[config.mk]
export PLATFORM = sky130hd
export DESIGN_NAME = chimera_cluster_pwr_ctrl
export DESIGN_NICKNAME = d
export VERILOG_FILES = /design/src/rtl/chimera_pkg.sv /design/src/rtl/chimera_clu_pwr_fsm.sv /design/src/rtl/chimera_cluster_pwr_ctrl.sv
export SDC_FILE = /design/constraint.sdc
export NUM_CORES = 1
export LEC_CHECK = 0
export ABC_AREA = 1
export CAP_MARGIN = 10
export CORE_MARGIN = 1.5
export CORE_UTILIZATION = 40
export DETAILED_ROUTE_END_ITERATION = 12
export DONT_BUFFER_PORTS = 1
export GPL_TIMING_DRIVEN = 0
export SYNTH_ARGS = -nofsm -noshare
export SYNTH_HDL_FRONTEND = slang
export SYNTH_SLANG_ARGS = --single-unit
[constraint.sdc]
create_clock -name clk_i -period 2.1 [get_ports clk_i]
set_input_delay 0.21 -clock clk_i [delete_from_list [all_inputs] [get_ports clk_i]]
set_output_delay 0.21 -clock clk_i [all_outputs]
set_load 0.01 [all_outputs]
[src/rtl/chimera_pkg.sv]
// Shared types and constants for the Chimera top-level config-register window.
// Holds the APB request/response structs used on the reg-to-APB path, the
// register map offsets/field widths of the cluster power controller, the
// per-cluster power FSM state enum and two small helpers used by that FSM.
package chimera_pkg;

  localparam int ExtClusters = 5;

  typedef struct packed {
    logic [31:0] paddr;
    logic [2:0]  pprot;
    logic        psel;
    logic        penable;
    logic        pwrite;
    logic [31:0] pwdata;
    logic [3:0]  pstrb;
  } apb_req_t;

  typedef struct packed {
    logic        pready;
    logic [31:0] prdata;
    logic        pslverr;
  } apb_resp_t;

  localparam logic [11:0] PwrReqOff  = 12'h000;
  localparam logic [11:0] PwrStatOff = 12'h004;
  localparam logic [11:0] BusyOff    = 12'h008;
  localparam logic [11:0] SettleOff  = 12'h00C;
  localparam logic [11:0] IrqStatOff = 12'h010;

  localparam int SettleW = 16;

  typedef enum logic [2:0] {
    CLU_OFF    = 3'd0,
    CLU_UP_CLK = 3'd1,
    CLU_UP_RST = 3'd2,
    CLU_ON     = 3'd3,
    CLU_DN_ISO = 3'd4,
    CLU_DN_RST = 3'd5
  } clu_pwr_state_e;

  // Counter reload value: a timed state lasts max(settle,1) cycles.
  function automatic logic [SettleW-1:0] settle_load(input logic [SettleW-1:0] settle);
    return (settle == '0) ? '0 : settle - 1'b1;
  endfunction

  // Output encoding per state, packed as {clk_en, rst, iso}.
  function automatic logic [2:0] state_outputs(input clu_pwr_state_e s);
    case (s)
      CLU_OFF:    return 3'b011;
      CLU_UP_CLK: return 3'b111;
      CLU_UP_RST: return 3'b101;
      CLU_ON:     return 3'b100;
      CLU_DN_ISO: return 3'b101;
      CLU_DN_RST: return 3'b111;
      default:    return 3'b011;
    endcase
  endfunction

endpackage

[src/rtl/chimera_clu_pwr_fsm.sv]
// Power sequencer for a single cluster: clock gate, synchronous cluster reset
// and AXI isolation, with a 16-bit settle down-counter per timed state.
// Ports: clk_i, rst_i (sync, active-high); req_i target state (1 = on);
// settle_i current SETTLE register; clk_en_o/rst_o/iso_o registered cluster
// controls; on_o / busy_o status; done_o pulses in the cycle a sequence
// finishes (the next edge enters ON or OFF).
//
//  state      | meaning
//  -----------+-----------------------------------------------
//  CLU_OFF    | powered down: clock gated, reset held, isolated
//  CLU_UP_CLK | clock running, reset still held
//  CLU_UP_RST | reset released, still isolated
//  CLU_ON     | fully on, isolation dropped
//  CLU_DN_ISO | isolation raised, clock and reset untouched
//  CLU_DN_RST | reset asserted, clock still running
module chimera_clu_pwr_fsm
  import chimera_pkg::*;
#(
  parameter bit DefaultOn = 1'b0
) (
  input  logic               clk_i,
  input  logic               rst_i,
  input  logic               req_i,
  input  logic [SettleW-1:0] settle_i,
  output logic               clk_en_o,
  output logic               rst_o,
  output logic               iso_o,
  output logic               on_o,
  output logic               busy_o,
  output logic               done_o
);

  clu_pwr_state_e     state_q, state_d;
  logic [SettleW-1:0] cnt_q, cnt_d;
  logic [2:0]         outs_q;
  logic               expired;

  assign expired = (cnt_q == '0);

  always_comb begin
    state_d = state_q;
    cnt_d   = cnt_q;
    done_o  = 1'b0;
    case (state_q)
      CLU_OFF: begin
        if (req_i) begin
          state_d = CLU_UP_CLK;
          cnt_d   = settle_load(settle_i);
        end
      end
      CLU_UP_CLK: begin
        if (expired) begin
          state_d = CLU_UP_RST;
          cnt_d   = settle_load(settle_i);
        end else begin
          cnt_d = cnt_q - 1'b1;
        end
      end
      CLU_UP_RST: begin
        if (expired) begin
          state_d = CLU_ON;
          done_o  = 1'b1;
        end else begin
          cnt_d = cnt_q - 1'b1;
        end
      end
      CLU_ON: begin
        if (!req_i) begin
          state_d = CLU_DN_ISO;
          cnt_d   = settle_load(settle_i);
        end
      end
      CLU_DN_ISO: begin
        if (expired) begin
          state_d = CLU_DN_RST;
          cnt_d   = settle_load(settle_i);
        end else begin
          cnt_d = cnt_q - 1'b1;
        end
      end
      CLU_DN_RST: begin
        if (expired) begin
          state_d = CLU_OFF;
          done_o  = 1'b1;
        end else begin
          cnt_d = cnt_q - 1'b1;
        end
      end
      default: state_d = CLU_OFF;
    endcase
  end

  // Outputs are registered from the next state so they change on the same
  // edge as the state itself.
  always_ff @(posedge clk_i) begin
    if (rst_i) begin
      state_q <= DefaultOn ? CLU_ON : CLU_OFF;
      cnt_q   <= '0;
      outs_q  <= DefaultOn ? 3'b100 : 3'b011;
    end else begin
      state_q <= state_d;
      cnt_q   <= cnt_d;
      outs_q  <= state_outputs(state_d);
    end
  end

  assign {clk_en_o, rst_o, iso_o} = outs_q;
  assign on_o   = (state_q == CLU_ON);
  assign busy_o = (state_q != CLU_ON) && (state_q != CLU_OFF);

endmodule

[src/rtl/chimera_cluster_pwr_ctrl.sv]
// APB completer for the top-level config-register window. Holds PWR_REQ,
// SETTLE (and IRQ_STAT when built with CHIMERA_CLU_PWR_IRQ_EN) and one power
// FSM per cluster.
// Ports: clk_i, rst_i (sync, active-high); apb_req_i / apb_rsp_o APB
// completer (zero wait-state); clu_clk_en_o, clu_rst_o, clu_iso_o per-cluster
// controls; irq_o sequence-done interrupt (tied 0 without the macro).
// Map (paddr[11:0]): 0x00 PWR_REQ RW, 0x04 PWR_STAT RO, 0x08 BUSY RO,
// 0x0C SETTLE RW, 0x10 IRQ_STAT W1C (macro builds only).
module chimera_cluster_pwr_ctrl
  import chimera_pkg::*;
#(
  parameter int                     NumClusters   = ExtClusters,
  parameter logic [SettleW-1:0]     DefaultSettle = 16'd16,
  parameter logic [NumClusters-1:0] DefaultOn     = '0
) (
  input  logic                   clk_i,
  input  logic                   rst_i,
  input  apb_req_t               apb_req_i,
  output apb_resp_t              apb_rsp_o,
  output logic [NumClusters-1:0] clu_clk_en_o,
  output logic [NumClusters-1:0] clu_rst_o,
  output logic [NumClusters-1:0] clu_iso_o,
  output logic                   irq_o
);

  logic [NumClusters-1:0] pwr_req_q, pwr_req_d;
  logic [SettleW-1:0]     settle_q, settle_d;
  logic [NumClusters-1:0] on, busy, seq_done;
  logic [NumClusters-1:0] irq_stat_q;
  logic [11:0]            addr;
  logic [31:0]            rdata;
  logic                   err, access, wr_en;

  assign addr   = apb_req_i.paddr[11:0];
  assign access = apb_req_i.psel && apb_req_i.penable;
  assign wr_en  = access && apb_req_i.pwrite && !err;

  always_comb begin
    rdata = '0;
    err   = 1'b0;
    case (addr)
      PwrReqOff:  rdata = 32'(pwr_req_q);
      PwrStatOff: begin rdata = 32'(on);   err = apb_req_i.pwrite; end
      BusyOff:    begin rdata = 32'(busy); err = apb_req_i.pwrite; end
      SettleOff:  rdata = 32'(settle_q);
`ifdef CHIMERA_CLU_PWR_IRQ_EN
      IrqStatOff: rdata = 32'(irq_stat_q);
`endif
      default:    err = 1'b1;
    endcase
    if (err) rdata = '0;
  end

  always_comb begin
    apb_rsp_o         = '0;
    apb_rsp_o.pready  = 1'b1;
    apb_rsp_o.prdata  = apb_req_i.psel ? rdata : '0;
    apb_rsp_o.pslverr = access && err;
  end

  // The cluster mask fits in byte 0, so only pstrb[0] qualifies PWR_REQ.
  always_comb begin
    pwr_req_d = pwr_req_q;
    settle_d  = settle_q;
    if (wr_en && addr == PwrReqOff && apb_req_i.pstrb[0])
      pwr_req_d = apb_req_i.pwdata[NumClusters-1:0];
    if (wr_en && addr == SettleOff) begin
      if (apb_req_i.pstrb[0]) settle_d[7:0]  = apb_req_i.pwdata[7:0];
      if (apb_req_i.pstrb[1]) settle_d[15:8] = apb_req_i.pwdata[15:8];
    end
  end

  always_ff @(posedge clk_i) begin
    if (rst_i) begin
      pwr_req_q <= DefaultOn;
      settle_q  <= DefaultSettle;
    end else begin
      pwr_req_q <= pwr_req_d;
      settle_q  <= settle_d;
    end
  end

  for (genvar g = 0; g < NumClusters; g++) begin : g_clu
    chimera_clu_pwr_fsm #(.DefaultOn(DefaultOn[g])) u_fsm (
      .clk_i    (clk_i),
      .rst_i    (rst_i),
      .req_i    (pwr_req_q[g]),
      .settle_i (settle_q),
      .clk_en_o (clu_clk_en_o[g]),
      .rst_o    (clu_rst_o[g]),
      .iso_o    (clu_iso_o[g]),
      .on_o     (on[g]),
      .busy_o   (busy[g]),
      .done_o   (seq_done[g])
    );
  end

`ifdef CHIMERA_CLU_PWR_IRQ_EN
  logic [NumClusters-1:0] irq_stat_d;
  logic                   irq_q;

  // A completion in the same cycle as a W1C keeps the bit set.
  always_comb begin
    irq_stat_d = irq_stat_q;
    if (wr_en && addr == IrqStatOff && apb_req_i.pstrb[0])
      irq_stat_d = irq_stat_q & ~apb_req_i.pwdata[NumClusters-1:0];
    irq_stat_d = irq_stat_d | seq_done;
  end

  always_ff @(posedge clk_i) begin
    if (rst_i) begin
      irq_stat_q <= '0;
      irq_q      <= 1'b0;
    end else begin
      irq_stat_q <= irq_stat_d;
      irq_q      <= |irq_stat_d;
    end
  end

  assign irq_o = irq_q;

  logic unused_bits;
  assign unused_bits = ^{apb_req_i.paddr[31:12], apb_req_i.pprot,
                         apb_req_i.pwdata[31:16], apb_req_i.pstrb[3:2]};
`else
  assign irq_stat_q = '0;
  assign irq_o      = 1'b0;

  logic unused_bits;
  assign unused_bits = ^{apb_req_i.paddr[31:12], apb_req_i.pprot,
                         apb_req_i.pwdata[31:16], apb_req_i.pstrb[3:2],
                         seq_done, irq_stat_q};
`endif

endmodule

# Yosys cells after proc, flatten, opt, wreduce, memory -nomap -nowiden
# Index checks and enable logic that the tools add are counted.
# word_totals
regBits,131
in_bits,76
output_inout_bits,50
elab_cells,231
# op_classes
add_sub_neg,6
n_eq_ne,73
mux,70
n_reduce_logical,64
# op_table
cell,count
16-bit case mux with 4 select lines,6
16-bit 2-to-1 mux,21
16-bit logical NOT,6
"16-bit by 1-bit subtractor with 16-bit output, second input constant",6
3-bit 2-to-1 mux,30
3-bit case mux with 6 select lines,5
32-bit 2-to-1 mux,2
"3-bit by 2-bit == test with 1-bit output, second input constant",20
"3-bit == test, second input constant",20
3-bit case mux with 3 select lines,5
2-bit OR reduction,22
"3-bit by 1-bit == test with 1-bit output, second input constant",10
"2-bit inequality test, second input constant",15
"12-bit by 4-bit == test with 1-bit output, second input constant",2
4-bit AND reduction,5
4-bit nonzero test,5
3-bit logical NOT,5
"3-bit by 2-bit inequality test with 1-bit output, second input constant",5
3-bit nonzero test,5
"12-bit by 3-bit == test with 1-bit output, second input constant",1
1-bit logical AND,12
12-bit logical NOT,1
2-bit AND reduction,2
1-bit case mux with 2 select lines,1
1-bit logical NOT,1

# Longest topological paths before layout
# depth
ltp_word,7
mapped_depth,13
ltp_nobuf,12

# Hierarchy
# From an unflattened synthesis, not the netlist that was laid out.
# hier_totals
cells_unflattened,1918
hier_area_um2,11519.8
# modules_own_cells
module,n_inst,cells_each,area_each_um2,seq_area_each_um2
chimera_clu_pwr_fsm at g_clu[0].u_fsm ...,3,340,2023.2,440.4
chimera_clu_pwr_fsm at g_clu[3].u_fsm,1,342,2000.7,440.4
chimera_clu_pwr_fsm at g_clu[4].u_fsm,1,323,1945.6,440.4
chimera_cluster_pwr_ctrl,1,233,1503.9,420.4

# Worst setup path after synthesis
# Ideal clock, no wire load.
# synth_path
path_type,input port to output port
startpoint,input apb_req_i[53] (netlist name)
endpoint,output apb_rsp_o[11] (netlist name)
arrival_time_ns,1.380
t_required_ns,1.890
path_slack_ns,0.510
path_stages,7
path_buffers,1
path_cell_list,nor2_1 nand2_2 nor3_4 o21a_1 nand2_1 buf_2 nor3_1
# synth_rtl
element,line_no,text
"start, declared",chimera_cluster_pwr_ctrl.sv:18,"input apb_req_t apb_req_i,"
"end, declared",chimera_cluster_pwr_ctrl.sv:19,"output apb_resp_t apb_rsp_o,"

# Final worst setup path
# layout_path
startpoint,register settle_q[0]
endpoint,register g_clu[1].u_fsm.cnt_q[10]
# layout_via
elab_chain_len,4
elab_cells_between_ends,7
cone_classes,add/sub (1); mux (5); reduce/logical (1)
# layout_lines
element,line_no,text
"start, declared",chimera_cluster_pwr_ctrl.sv:27,"logic [SettleW-1:0] settle_q, settle_d;"
"start signal, assigned",chimera_cluster_pwr_ctrl.sv:76,settle_q <= DefaultSettle;
"start signal, assigned",chimera_cluster_pwr_ctrl.sv:79,settle_q <= settle_d;
16-bit by 1-bit subtractor with 16-bit output or 16-bit logical NOT (tied branches),chimera_pkg.sv:44,return (settle == '0) ? '0 : settle - 1'b1;
16-bit 2-to-1 mux (*),chimera_pkg.sv:44,
16-bit 2-to-1 mux (on tied branches),n/a,
16-bit case mux with 4 select lines (*),chimera_clu_pwr_fsm.sv:44,case (state_q)
"end signal, assigned",chimera_clu_pwr_fsm.sv:102,cnt_q <= cnt_d;
"end, declared",chimera_clu_pwr_fsm.sv:34,"logic [SettleW-1:0] cnt_q, cnt_d;"
# Every way passes the cells marked *; elsewhere a longest branch is shown, timed or not. The select of a mux whose other input is x is not followed.
# A chain may end at the register's enable or synchronous reset.

==> run_results.csv <==
group,metric,value,unit
global_routing,grt_pass1_vias,9220,
global_routing,grt_first_pass_wirelength,46800,um
floorplanning,io_pins,126,
sta,setup_ws,68.9,ps
yosys,avgSynthCellArea,5.97,um^2
layout,diodes,0,
yosys,synth_flop_cell,"dfxtp_1",
cts,cts.clk_slew.worst_paths,60,ps
critical_path,critical_path.endpoint_type,"register",
yosys,synth_top_family_by_area,"simple AND/OR/NAND/NOR gates",
yosys,syn_inst,1600,
floorplanning,die_w,158,um
sta,max_freq,492,MHz
sta,fin_crit_sh,0.967,
run,maxCapViolations,0,
yosys,syn_area,0.00956,mm^2
yosys,yosysSeqAreaShare,0.274,
yosys,synth_compound_area_frac,0.112,
critical_path,reg2reg_from,"settle_q[0]",
critical_path,worstPathRequired,2480,ps
place,dp_slack,-157,ps
place,place_congestion,0.913,
yosys,ys_warn_count,0,
yosys,synthMuxAreaShare,0,
cts,clk_latency,430,ps
critical_path,rr_endpoint,"g_clu[1].u_fsm.cnt_q[10]",
sta,finalHoldViolations,0,
routing,wl_per_cell,14.7,um
place,dp.cells,1935,
floorplanning,die_h,158,um
routing,viasPerCell,5.04,
routing,firstDrtPassIters,5,
sta,skew,9.78,ps
yosys,synth-edff-count,0,
critical_path,startpoint_type,"register",
critical_path,crit_fanout,6,
yosys,synthArstFlopShare,0,
layout,layout_common_cells,"405 x nand2_1, 256 x nor2_1, 216 x inv_1",
hold_path,hp-class,"in2reg",
routing,wl,29200,um
global_routing,grt_antenna_before_repair,0,
layout,final_layout_size_suffix_gt1_frac,0.108,
cts,cts_tree,"done",
global_routing,grt_usage,0.245,
place,dp_hpwl,21600,um
floorplanning,start_util,0.407,
place,dpl_cell_area,0.0100,mm^2
sta,slew_headroom,0.371,
yosys,synth_cell_types,44,
sta,worstMarginPinSlew,944,ps
cts,clkSinkCount,131,
pwr,power.density,874,mW/mm^2
critical_path,rrSetupSlack,70,ps
sta,report.final.slew_viol_count,0,
routing,drt-initial-drc-count,547,
critical_path,cp.arrival,2410,ps
global_routing,gr-total-overflow,0,
critical_path,reg2regPathDepth,11,
yosys,ys_seq_elements,131,
pwr,power_leakage,5.44,nW
global_routing,grt_start_max_net_pins,17,
cts,cts_buffer_depth,2,
hold_path,holdPathStages,4,
hold_path,min_to,"settle_q[5]",
layout,fin_cells,1979,
place,port_buffers,0,
cts,root_buffer,"clkbuf_16",
layout,final_common_cell,"nand2_1",
sta,period_minus_slack,2030,ps
cts,cts_buffers,17,
layout,nets,1735,
routing,vias,9967,
cts,htreeDepth,4,
routing,ant_nets,0,
sta,setup_tns,0,ps
yosys,synthAdderAreaFrac,0.0157,
critical_path,crit_type,"reg2reg",
floorplanning,core_region_area,0.0235,mm^2
layout,stdcell_area,0.0108,mm^2
yosys,synthSimpleGateAreaFrac,0.415,
status,status,"completed",
floorplanning,num_rows,56,
pwr,ir_drop,0.574,mV
yosys,synth-xor-area-share,0.0394,
sta,setup_viol,0,
hold_path,hold_path.startpoint,"apb_req_i[9]",
routing,drc,0,
layout,area.growth.synth_to_final,13.0,%
sta,rsz0062_at_grt,"true",
floorplanning,die-area,0.0248,mm^2
[cells in the mapped netlist, types with 3 or more instances]
cell / n / area share
buf_6: 6 / 0.0071
buf_4: 40 / 0.031
nor3_1: 25 / 0.013
or2_2: 6 / 0.0039
nand2_2: 13 / 0.0085
dfxtp_1: 131 / 0.27
xor2_1: 37 / 0.034
nor2_1: 264 / 0.10
ha_1: 12 / 0.016
o211ai_1: 11 / 0.0086
a21oi_1: 67 / 0.035
buf_2: 13 / 0.0068
inv_1: 217 / 0.085
nand2_1: 406 / 0.16
clkbuf_1: 13 / 0.0051
a31oi_1: 3 / 0.0020
o211ai_2: 3 / 0.0039
o21ai_1: 11 / 0.0058
o21ai_2: 3 / 0.0028
nor2_2: 17 / 0.011
nand3_2: 3 / 0.0031
nand3_1: 146 / 0.076
nand4_1: 26 / 0.017
inv_2: 11 / 0.0043
nor2_4: 8 / 0.0094
xnor2_1: 6 / 0.0055
o21ai_0: 66 / 0.035
o22ai_1: 11 / 0.0072
[worst max path at each step]
stage                              from                        to  slack, ps  cells after the start
final                       settle_q[0]  g_clu[1].u_fsm.cnt_q[10]         70                     11
after global routing        settle_q[1]  g_clu[1].u_fsm.cnt_q[10]        -50                     11
after CTS                   settle_q[0]   g_clu[3].u_fsm.cnt_q[4]         30                     11
after detailed placement    settle_q[0]   g_clu[1].u_fsm.cnt_q[9]       -160                      9
after global placement      settle_q[0]   g_clu[1].u_fsm.cnt_q[9]       -170                     11
after floorplan           apb_req_i[53]             apb_rsp_o[11]        510                      7
[worst max-delay path, cell delays in order (launching register included)]
cell and delay, ps:
dfxtp_1 300, inv_1 90, ha_1 240, nand3_1 80, nor2_1 40, nand2_1 90
inv_1 180, nor2_2 570, nand2_1 120, nand3_1 100, nand3_1 70, inv_1 80
[repair_timing]
item | CTS | global route
pin swaps | 0 | 3
hold endpoints to repair | 12 | 0
gates resized for setup | 7 | 15
endpoints found under the setup margin | 29 | 43
hold buffers | 10 | 0
setup buffers | 0 | 2
[per-stage QoR]
step | hold WS (ps) | utilization | total power, mW
2_1_floorplan | 345 | - | 5.63
3_3_place_gp | 350 | 0.427 | 6.32
3_5_place_dp | 351 | 0.427 | 6.35
4_1_cts | 32.4 | 0.457 | 9.44
5_1_grt | 56.0 | 0.460 | 10.1
6_report | 28.0 | 0.460 | 9.43
[sequential cells by signal (all words and copies together), names as in the netlist]
| register | flops |
|---|---|
| g_clu.u_fsm.cnt_q | 80 |
| g_clu.u_fsm.outs_q | 15 |
| g_clu.u_fsm.state_q | 15 |
| pwr_req_q | 5 |
| settle_q | 16 |
[metal layers]
metal  global-route usage  wire length, um  up-vias
met2                0.409            13200      317
met3               0.0399             1750       74
met4                0.115             1200        0
met5                    0                0        -
met1                0.308            13000     4496
li1                     -                -     5080
[power breakdown]
part / total, mW / internal [mW] / switching, mW
Combinational: 3.40 / 1.20 / 2.20
Clock: 3.08 / 1.84 / 1.24
Sequential: 2.95 / 2.72 / 0.227
Total: 9.43 / 5.77 / 3.66
[area by class of cell]
type                    count  area (um^2)
inverters                 231          870
plain buffers              74          497
fillers                  2496        12700
well taps                 319          399
repair buffers             12          115
clock inverters            12          130
multi-input cells        1180         5690
flip-flops and latches    131         2620
clock buffers              20          467
[cells by family after synthesis]
kind of cell    Yosys count
fa+ha+maj                12
compound gates          186
other cells               2
simple gates            921
buf+inv                 305
xor+xnor                 43
flops                   131
(Power assumes the default switching activity.)
